## config.mk

```make
export PLATFORM = sky130hd
export DESIGN_NAME = router_input_unit
export DESIGN_NICKNAME = d
export VERILOG_FILES = /design/src/rtl/router_pkg.sv /design/src/rtl/router_flit_fifo.sv /design/src/rtl/router_input_unit.sv
export SDC_FILE = /design/constraint.sdc
export NUM_CORES = 1
export LEC_CHECK = 0
export CAP_MARGIN = 40
export CORE_UTILIZATION = 29
export CTS_CLUSTER_SIZE = 12
export DETAILED_ROUTE_END_ITERATION = 16
export RECOVER_POWER = 100
export SKIP_CTS_REPAIR_TIMING = 1
export SYNTH_ARGS = -nofsm -noshare
export SYNTH_HDL_FRONTEND = slang
export SYNTH_SLANG_ARGS = --single-unit
```

## constraint.sdc

```tcl
create_clock -name clk -period 5.3 [get_ports clk]
set_input_delay 0.795 -clock clk [delete_from_list [all_inputs] [get_ports clk]]
set_output_delay 0.795 -clock clk [all_outputs]
set_load 0.03 [all_outputs]
```

## src/rtl/router_pkg.sv

```systemverilog
// Shared types and helpers for the lookahead router input stage.
// Holds the direction encoding, the flit layout and the XY next-hop computation.
package router_pkg;

    localparam int COORD_W   = 3;
    localparam int PAYLOAD_W = 32;
    localparam int NUM_PORTS = 5;

    typedef enum logic [2:0] {
        N = 3'd0,
        S = 3'd1,
        W = 3'd2,
        E = 3'd3,
        L = 3'd4
    } dir_t;

    typedef enum logic {
        ST_IDLE   = 1'b0,
        ST_ACTIVE = 1'b1
    } state_t;

    typedef struct packed {
        logic                 head;
        logic                 tail;
        dir_t                 route;
        logic [COORD_W-1:0]   dst_x;
        logic [COORD_W-1:0]   dst_y;
        logic [PAYLOAD_W-1:0] payload;
    } flit_t;

    // Codes 5-7 carry no direction and are folded onto the local port.
    function automatic dir_t norm_dir(input logic [2:0] code);
        dir_t d;
        case (code)
            3'd0:    d = N;
            3'd1:    d = S;
            3'd2:    d = W;
            3'd3:    d = E;
            default: d = L;
        endcase
        return d;
    endfunction

    function automatic dir_t next_route_xy(
        input dir_t               dir,
        input logic [COORD_W-1:0] lx,
        input logic [COORD_W-1:0] ly,
        input logic [COORD_W-1:0] dx,
        input logic [COORD_W-1:0] dy
    );
        logic [COORD_W-1:0] nx;
        logic [COORD_W-1:0] ny;
        dir_t               nxt;
        nx = lx;
        ny = ly;
        case (dir)
            N:       ny = ly - COORD_W'(1);
            S:       ny = ly + COORD_W'(1);
            W:       nx = lx - COORD_W'(1);
            E:       nx = lx + COORD_W'(1);
            default: begin
                nx = lx;
                ny = ly;
            end
        endcase
        if (dir == L)       nxt = L;
        else if (dx > nx)   nxt = E;
        else if (dx < nx)   nxt = W;
        else if (dy > ny)   nxt = S;
        else if (dy < ny)   nxt = N;
        else                nxt = L;
        return nxt;
    endfunction

endpackage

```

## src/rtl/router_flit_fifo.sv

```systemverilog
// Flit FIFO with wrap-bit pointers; a full FIFO refuses pushes even when popping.
// Push/pop requests are masked internally against full/empty.
module router_flit_fifo
    import router_pkg::*;
#(
    parameter int DEPTH = 4
) (
    input  logic  clk,
    input  logic  rst_n,
    input  logic  push_i,
    input  flit_t wdata_i,
    input  logic  pop_i,
    output flit_t rdata_o,
    output logic  full_o,
    output logic  empty_o
);

    localparam int AW = $clog2(DEPTH);

    flit_t         mem_q [DEPTH];
    logic [AW:0]   wr_ptr_q;
    logic [AW:0]   rd_ptr_q;
    logic          push_s;
    logic          pop_s;

    assign full_o  = (wr_ptr_q[AW] != rd_ptr_q[AW]) && (wr_ptr_q[AW-1:0] == rd_ptr_q[AW-1:0]);
    assign empty_o = (wr_ptr_q == rd_ptr_q);
    assign push_s  = push_i && !full_o;
    assign pop_s   = pop_i && !empty_o;
    assign rdata_o = mem_q[rd_ptr_q[AW-1:0]];

    // pointer update
    always_ff @(posedge clk or negedge rst_n) begin
        if (!rst_n) begin
            wr_ptr_q <= '0;
            rd_ptr_q <= '0;
        end else begin
            if (push_s) wr_ptr_q <= wr_ptr_q + (AW+1)'(1);
            if (pop_s)  rd_ptr_q <= rd_ptr_q + (AW+1)'(1);
        end
    end

    // storage write
    always_ff @(posedge clk) begin
        if (push_s) mem_q[wr_ptr_q[AW-1:0]] <= wdata_i;
    end

endmodule

```

## src/rtl/router_input_unit.sv

```systemverilog
// Input port of the lookahead router: buffers flits, holds a one-hot output request per packet,
// pops on grant and rewrites the lookahead route field of forwarded head flits.
module router_input_unit
    import router_pkg::*;
#(
    parameter int DEPTH = 4
) (
    input  logic               clk,
    input  logic               rst_n,
    input  logic [COORD_W-1:0] local_x,
    input  logic [COORD_W-1:0] local_y,
    input  flit_t              in_flit,
    input  logic               in_valid,
    output logic               in_ready,
    output logic [4:0]         request,
    input  logic [4:0]         grant,
    input  logic [4:0]         out_ready,
    output flit_t              out_flit,
    output logic               forwarding_head,
    output logic               forwarding_tail,
    output logic               err_orphan
);

    state_t     state_q;
    dir_t       dir_q;
    flit_t      front_s;
    logic       full_s;
    logic       empty_s;
    logic       pop_s;
    logic       fire_s;
    logic       orphan_s;
    logic [4:0] req_s;
    dir_t       front_dir_s;
    dir_t       cur_dir_s;
    flit_t      out_flit_s;

    router_flit_fifo #(.DEPTH(DEPTH)) u_fifo (
        .clk     (clk),
        .rst_n   (rst_n),
        .push_i  (in_valid),
        .wdata_i (in_flit),
        .pop_i   (pop_s),
        .rdata_o (front_s),
        .full_o  (full_s),
        .empty_o (empty_s)
    );

    // request, fire and orphan-drop decode for the current front flit
    always_comb begin
        front_dir_s = norm_dir(front_s.route);
        req_s       = 5'b00000;
        orphan_s    = 1'b0;
        if (state_q == ST_ACTIVE) begin
            cur_dir_s = dir_q;
            req_s     = 5'b00001 << dir_q;
        end else begin
            cur_dir_s = front_dir_s;
            if (!empty_s && front_s.head) begin
                req_s = 5'b00001 << front_dir_s;
            end else if (!empty_s) begin
                orphan_s = 1'b1;
            end else begin
                req_s = 5'b00000;
            end
        end
        fire_s = !empty_s && req_s[cur_dir_s] && grant[cur_dir_s] && out_ready[cur_dir_s];
        pop_s  = fire_s || orphan_s;
    end

    // A head seen while a packet is open is passed through as a body flit.
    always_comb begin
        out_flit_s = front_s;
        if ((state_q == ST_IDLE) && front_s.head) begin
            out_flit_s.route = next_route_xy(front_dir_s, local_x, local_y,
                                             front_s.dst_x, front_s.dst_y);
        end else begin
            out_flit_s.route = front_s.route;
        end
    end

    assign in_ready        = !full_s;
    assign request         = req_s;
    assign out_flit        = out_flit_s;
    assign forwarding_head = fire_s && front_s.head && (state_q == ST_IDLE);
    assign forwarding_tail = fire_s && front_s.tail;
    assign err_orphan      = orphan_s;

    // packet state: open on a non-tail head fire, close on tail fire
    always_ff @(posedge clk or negedge rst_n) begin
        if (!rst_n) begin
            state_q <= ST_IDLE;
            dir_q   <= L;
        end else begin
            case (state_q)
                ST_IDLE: begin
                    if (fire_s && !front_s.tail) begin
                        state_q <= ST_ACTIVE;
                        dir_q   <= front_dir_s;
                    end else begin
                        state_q <= ST_IDLE;
                    end
                end
                ST_ACTIVE: begin
                    if (fire_s && front_s.tail) state_q <= ST_IDLE;
                    else                        state_q <= ST_ACTIVE;
                end
                default: state_q <= ST_IDLE;
            endcase
        end
    end

endmodule

```

==> reports/results.ini, run 1 <==
[run_status]
outcome=complete, but fails checks
violations=max-capacitance violations, max-slew violations

[logic_synthesis]
synth-seq-area-share_pct=72.7
ys_top_cells_by_area=edfxtp_1 69%, mux4_2 13%, dfrtp_1 3.0%
synthArstFlopShare_pct=5.49
yosysUniqueCellTypes=51
synth_area_per_cell_um2=19.9
yosysWarnings=0
synthesis.nets=450
synthCells=375
yosysTopAreaCell=edfxtp_1
netlist.area_leader.share_pct=69.3
synth_flop_cell=edfxtp_1
ys_ff_latch=182
netlist_area_um2=7450
synth_enable_flop_cells=172

[floorplan]
dieArea_um2=26300
rows=58
die_y_um=162
coreArea_um2=25200
die_w_um=162
start_util_pct=29.6
io_pins=114

[final_layout]
fin_cells=845
fill_cells=2350
mostFrequentLayoutCells=172 x edfxtp_1, 90 x dlygate4sd3_1, 43 x mux4_2
area_delta_synth_final_pct=28.5
layout-drive-gt1-share_pct=17.5
final_common_cell=edfxtp_1
multi_input_area_um2=1930
nets=576
regArea_um2=5420

[power]
finalPower_mw=6.05
vdd_drop_max_mv=0.391
p_leak_nw=3.19
p_per_area_nw_per_um2=632

[sta]
max_freq_ghz=0.200
rsz0062_at_grt=no
fin_ws_ps=299
tightestPinTransition_ps=1860
drv_slew=102
finalClockSkew_ps=6.71
slew_headroom_pct=-23.9
finalCritPeriodShare_pct=94.4
period_minus_slack_ps=5000
hold_viol=0
setup_tns_ps=0
finalSetupViolCount=0

[detailed_routing]
viasPerCell=4.70
wl_met3_um=826
ant_nets=0
drt_iter0_drc=219
wire_per_inst_um=18.4
dr_wl_met2_mm=7.73
firstDrtPassIters=6
num_vias=3973
routed.top_layer=met4
drc=0
wirelength_mm=15.6
drt-met1-wl_mm=6.85

[setup_path]
cp_top_family=adder cells
cp.buffers_inverters=1
slowest_delay_ps=640
crit_path_frequent_cell=nor2_1
start_kind=flop
crit_fanout=11
crit_slowest_cell=mux4_2
cp_data_required_time_ps=4510
worstPathCellList=mux4_2 > nand2b_2 > nor2_1 > fa_1 > nor2_1 > a21oi_1 > ha_1 > a21o_1 > a21oi_1 > nor2_1 > a31o_2 > clkdlybuf4s50_1
cp.arrival_ps=4210
path_class=reg2out
crit_path_end_kind=primary output

[placement]
dp_slack_ps=526
dp_cells=812
gp_congestion=0.862
dpl.hpwl_mm=10.3
io_buffers=113

[clock_network]
cts_num_sinks=182
numCtsBuffers=17
cts_tree=built
clkLatencyLatePin_ps=410
clk_pin_slew_worst_paths_ps=70
cts-root-buf=clkbuf_16
cts_max_level=4
cts.path.max_buffers=2

[grt]
track_usage_pct=12.4
grt_pass1_wl_mm=24.2
grt-ovfl-total=0
grt_max_degree=46
antenna_found_initial=1
grt_pass1_vias=4293

[job]
cap_violations=4

[worst_hold_path]
hold_path.class=reg2reg

-- cell families after synthesis --
| family | Yosys count | synth area share (%) |
|---|---|---|
| adder cells (fa/ha/maj) | 13 | 2.38 |
| flip-flops | 182 | 72.7 |
| buffers and inverters | 24 | 1.38 |
| multiplexers | 56 | 14.9 |
| AND/OR/NAND/NOR | 53 | 3.69 |
| XOR/XNOR | 13 | 1.53 |
| AO/OA/AOI/OAI | 34 | 3.41 |
-- power breakdown --
group	internal (mW)	switching [mW]
combinational	1.09	1.63
sequential	1.97	0.131
clock	0.670	0.561
total	3.73	2.32
-- cells in the mapped netlist, types with 2 or more instances --
master    instances
nor2b_1           2
xor2_1            4
edfxtp_1        172
mux4_2           43
mux2i_1           7
mux2_4            2
and2_1            3
buf_2             4
a21o_1            2
a21oi_1           5
nand3_1           4
dfrtp_1           9
nor3_1            2
nor2_1           13
nor3b_1           2
fa_1              2
mux2_2            4
clkbuf_1          3
or3_1             2
nand2b_1          4
o21ai_0           5
ha_1             11
o41ai_1           5
buf_1             6
inv_1            10
xnor2_1           9
nand2_1          10
a41oi_1           2
and3_1            4
o31ai_1           3
-- routing by layer --
metal	up-vias	track usage, %
met1	2062	15.6
li1	1786	-
met2	113	20.8
met4	0	3.82
met3	12	3.37
met5	-	0
-- cell type report --
type | count | share of cell area, %
sequential | 182 | 56.6
antenna | 1 | 0.0261
clock buffer | 17 | 4.44
timing repair buffer | 121 | 12.4
multi-input combinational | 169 | 20.1
clock inverter | 15 | 1.69
tap | 330 | 4.31
inverter | 10 | 0.392
-- final timing paths --
path                                     from             endpoint  slack [ps]  depth (start not counted)
setup / recovery           u_fifo.rd_ptr_q[0]         out_flit[40]         300                         12
hold / removal             u_fifo.rd_ptr_q[2]   u_fifo.rd_ptr_q[2]         500                          1
setup reg to reg           u_fifo.rd_ptr_q[1]  u_fifo.mem_q[3][34]         730                          7
hold reg to reg            u_fifo.rd_ptr_q[2]   u_fifo.rd_ptr_q[2]         500                          1
max in group asynchronous               rst_n   u_fifo.rd_ptr_q[0]        4110                          1
min in group asynchronous               rst_n   u_fifo.rd_ptr_q[2]         790                          1
-- registers in the layout, indices dropped and copies added (netlist names), named ones only --
name / cells
u_fifo.mem_q: 172
dir_q: 3
u_fifo.rd_ptr_q: 3
u_fifo.wr_ptr_q: 3
-- stage by stage --
step                      utilization [%]  hold slack (ps)  area, µm²
after floorplan                         -              460       7450
after global placement               35.7              475       8990
after detailed placement             35.9              489       9030
after CTS                            38.2              503       9620
after global routing                 38.0              508       9570
final                                38.0              496       9570
No activity file was read; power rests on OpenSTA's default activity.
==> inputs of run 2 (changes only) <==
--- a/config.mk
+++ b/config.mk
@@ -7,6 +7,7 @@
 export LEC_CHECK = 0
 export CAP_MARGIN = 40
 export CORE_UTILIZATION = 29
+export CTS_BUF_LIST = sky130_fd_sc_hd__clkbuf_16
 export CTS_CLUSTER_SIZE = 12
 export DETAILED_ROUTE_END_ITERATION = 16
 export RECOVER_POWER = 100
==> results of run 2 <==
The final DEF is identical to that of run 1; final timing and power are the same.
==> inputs of run 3 (changes only) <==
--- a/config.mk
+++ b/config.mk
@@ -10,6 +10,7 @@
 export CTS_BUF_LIST = sky130_fd_sc_hd__clkbuf_16
 export CTS_CLUSTER_SIZE = 12
 export DETAILED_ROUTE_END_ITERATION = 16
+export PLACE_DENSITY_LB_ADDON = 0.3
 export RECOVER_POWER = 100
 export SKIP_CTS_REPAIR_TIMING = 1
 export SYNTH_ARGS = -nofsm -noshare
==> run 3 against run 2 <==
The run still ends with max-capacitance violations, max-slew violations left; largest cell class unchanged; global-route usage up 0.066 points; count of clock-buffer cells in the layout unchanged; sequential share of layout area down 0.28 points.
==> reports/results.ini, run 3 (synthesized netlist as in run 1, its figures left out) <==
[job]
cap_violations=2

[detailed_routing]
drc=0
num_vias=3933
wirelength_mm=15.5
wire_per_inst_um=18.3
ant_nets=0
viasPerCell=4.64
firstDrtPassIters=4
drt_iter0_drc=214

[power]
p_seq_share_pct=34.2
power_switching_mw=2.33
pwr-share-comb_pct=44.1
p_per_area_nw_per_um2=636
p_leak_nw=3.23
vdd_drop_max_mv=0.397
p_sw_share_pct=38.1
p_clk_share_pct=21.6
p_int_mw=3.79
finalPower_mw=6.12

[final_layout]
stdcell_area_um2=9620
utilization_pct=38.2
largest_reg_flops=172
layout-drive-gt1-share_pct=17.6
final_common_cell=edfxtp_1
nets=578
fin_cells=847
area_delta_synth_final_pct=29.1
mostFrequentLayoutCells=172 x edfxtp_1, 92 x dlygate4sd3_1, 43 x mux4_2

[sta]
finalSetupViolCount=0
finalClockSkew_ps=11.7
setup_tns_ps=0
tightestPinTransition_ps=1770
hold_viol=0
fin_ws_ps=305
finalCritPeriodShare_pct=94.2
period_minus_slack_ps=5000
hold_ws_ps=487
rsz0062_at_grt=no
drv_slew=51
slew_headroom_pct=-18.2
max_freq_ghz=0.200

[setup_path]
cp_data_required_time_ps=4510
cp_top_family=adder cells
slowest_delay_ps=680
crit_path_frequent_cell=nor2_1
worstPathCellList=mux4_2 > nand2b_1 > nor2_1 > fa_1 > nor2_1 > a21oi_1 > ha_1 > a21o_1 > a21oi_1 > nor2_1 > a31o_2 > dlygate4sd3_1
crit_fanout=11
r2r-start=u_fifo.rd_ptr_q[1]
crit_slowest_cell=dlygate4sd3_1
cp.buffers_inverters=1
startpoint=u_fifo.rd_ptr_q[0]
crit_path_end_kind=primary output
path_class=reg2out
cp.arrival_ps=4200
start_kind=flop

[worst_hold_path]
hp-start=u_fifo.wr_ptr_q[2]
hold_path.class=reg2reg

[clock_network]
cts_tree=built
cts-root-buf=clkbuf_16
cts.path.max_buffers=2
numCtsBuffers=17
clkLatencyLatePin_ps=420
cts_max_level=4
clk_pin_slew_worst_paths_ps=70
cts_num_sinks=182

[placement]
dp_cells=814
gp_congestion=0.868
dp_slack_ps=737
dpl.hpwl_mm=10.3
io_buffers=113
dpl_cell_area_um2=9050

[floorplan]
coreArea_um2=25200
io_pins=114
die_y_um=162
rows=58
dieArea_um2=26300
start_util_pct=29.6
die_w_um=162

[grt]
grt_pass1_wl_mm=24.3
grt-ovfl-total=0
track_usage_pct=12.5
grt_pass1_vias=4235
antenna_found_initial=1
grt_max_degree=46

[run_status]
outcome=complete, but fails checks
violations=max-capacitance violations, max-slew violations

==> run 3: worst paths after layout <==
path | end | slack [ps] | cells after the start
worst max-delay path | out_flit[40] | 300 | 12
worst min-delay path | u_fifo.wr_ptr_q[2] | 490 | 1
worst max register to register | u_fifo.mem_q[1][6] | 890 | 7
worst min register to register | u_fifo.wr_ptr_q[2] | 490 | 1
max in group asynchronous | u_fifo.rd_ptr_q[0] | 4070 | 1
min in group asynchronous | dir_q[1] | 800 | 1
==> run 3: area by class of cell <==
| cell class | count | area [µm²] |
|---|---|---|
| well taps | 330 | 413 |
| fillers | 2291 | 15600 |
| multi-input cells | 169 | 1930 |
| clock inverters | 15 | 209 |
| clock buffers | 17 | 425 |
| diodes | 1 | 2.50 |
| inverters | 10 | 37.5 |
| flip-flops and latches | 182 | 5420 |
| repair buffers | 123 | 1180 |
==> run 3: per-layer routing <==
metal / track usage, % / vias to the layer above / wire length (µm)
li1: - / 1791 / -
met1: 15.9 / 2011 / 6750
met2: 20.7 / 116 / 7720
met3: 3.55 / 13 / 910
met4: 3.64 / 2 / 135
met5: 0 / - / 12
==> run 3: power by group through the flow <==
stage | Combinational [mW] | Clock (mW) | Sequential, mW
2_1_floorplan | 1.91 | 0 | 2.06
3_3_place_gp | 2.86 | 0 | 2.10
3_5_place_dp | 2.91 | 0 | 2.12
4_1_cts | 2.93 | 1.36 | 2.09
5_1_grt | 2.92 | 1.42 | 2.13
6_report | 2.70 | 1.32 | 2.09
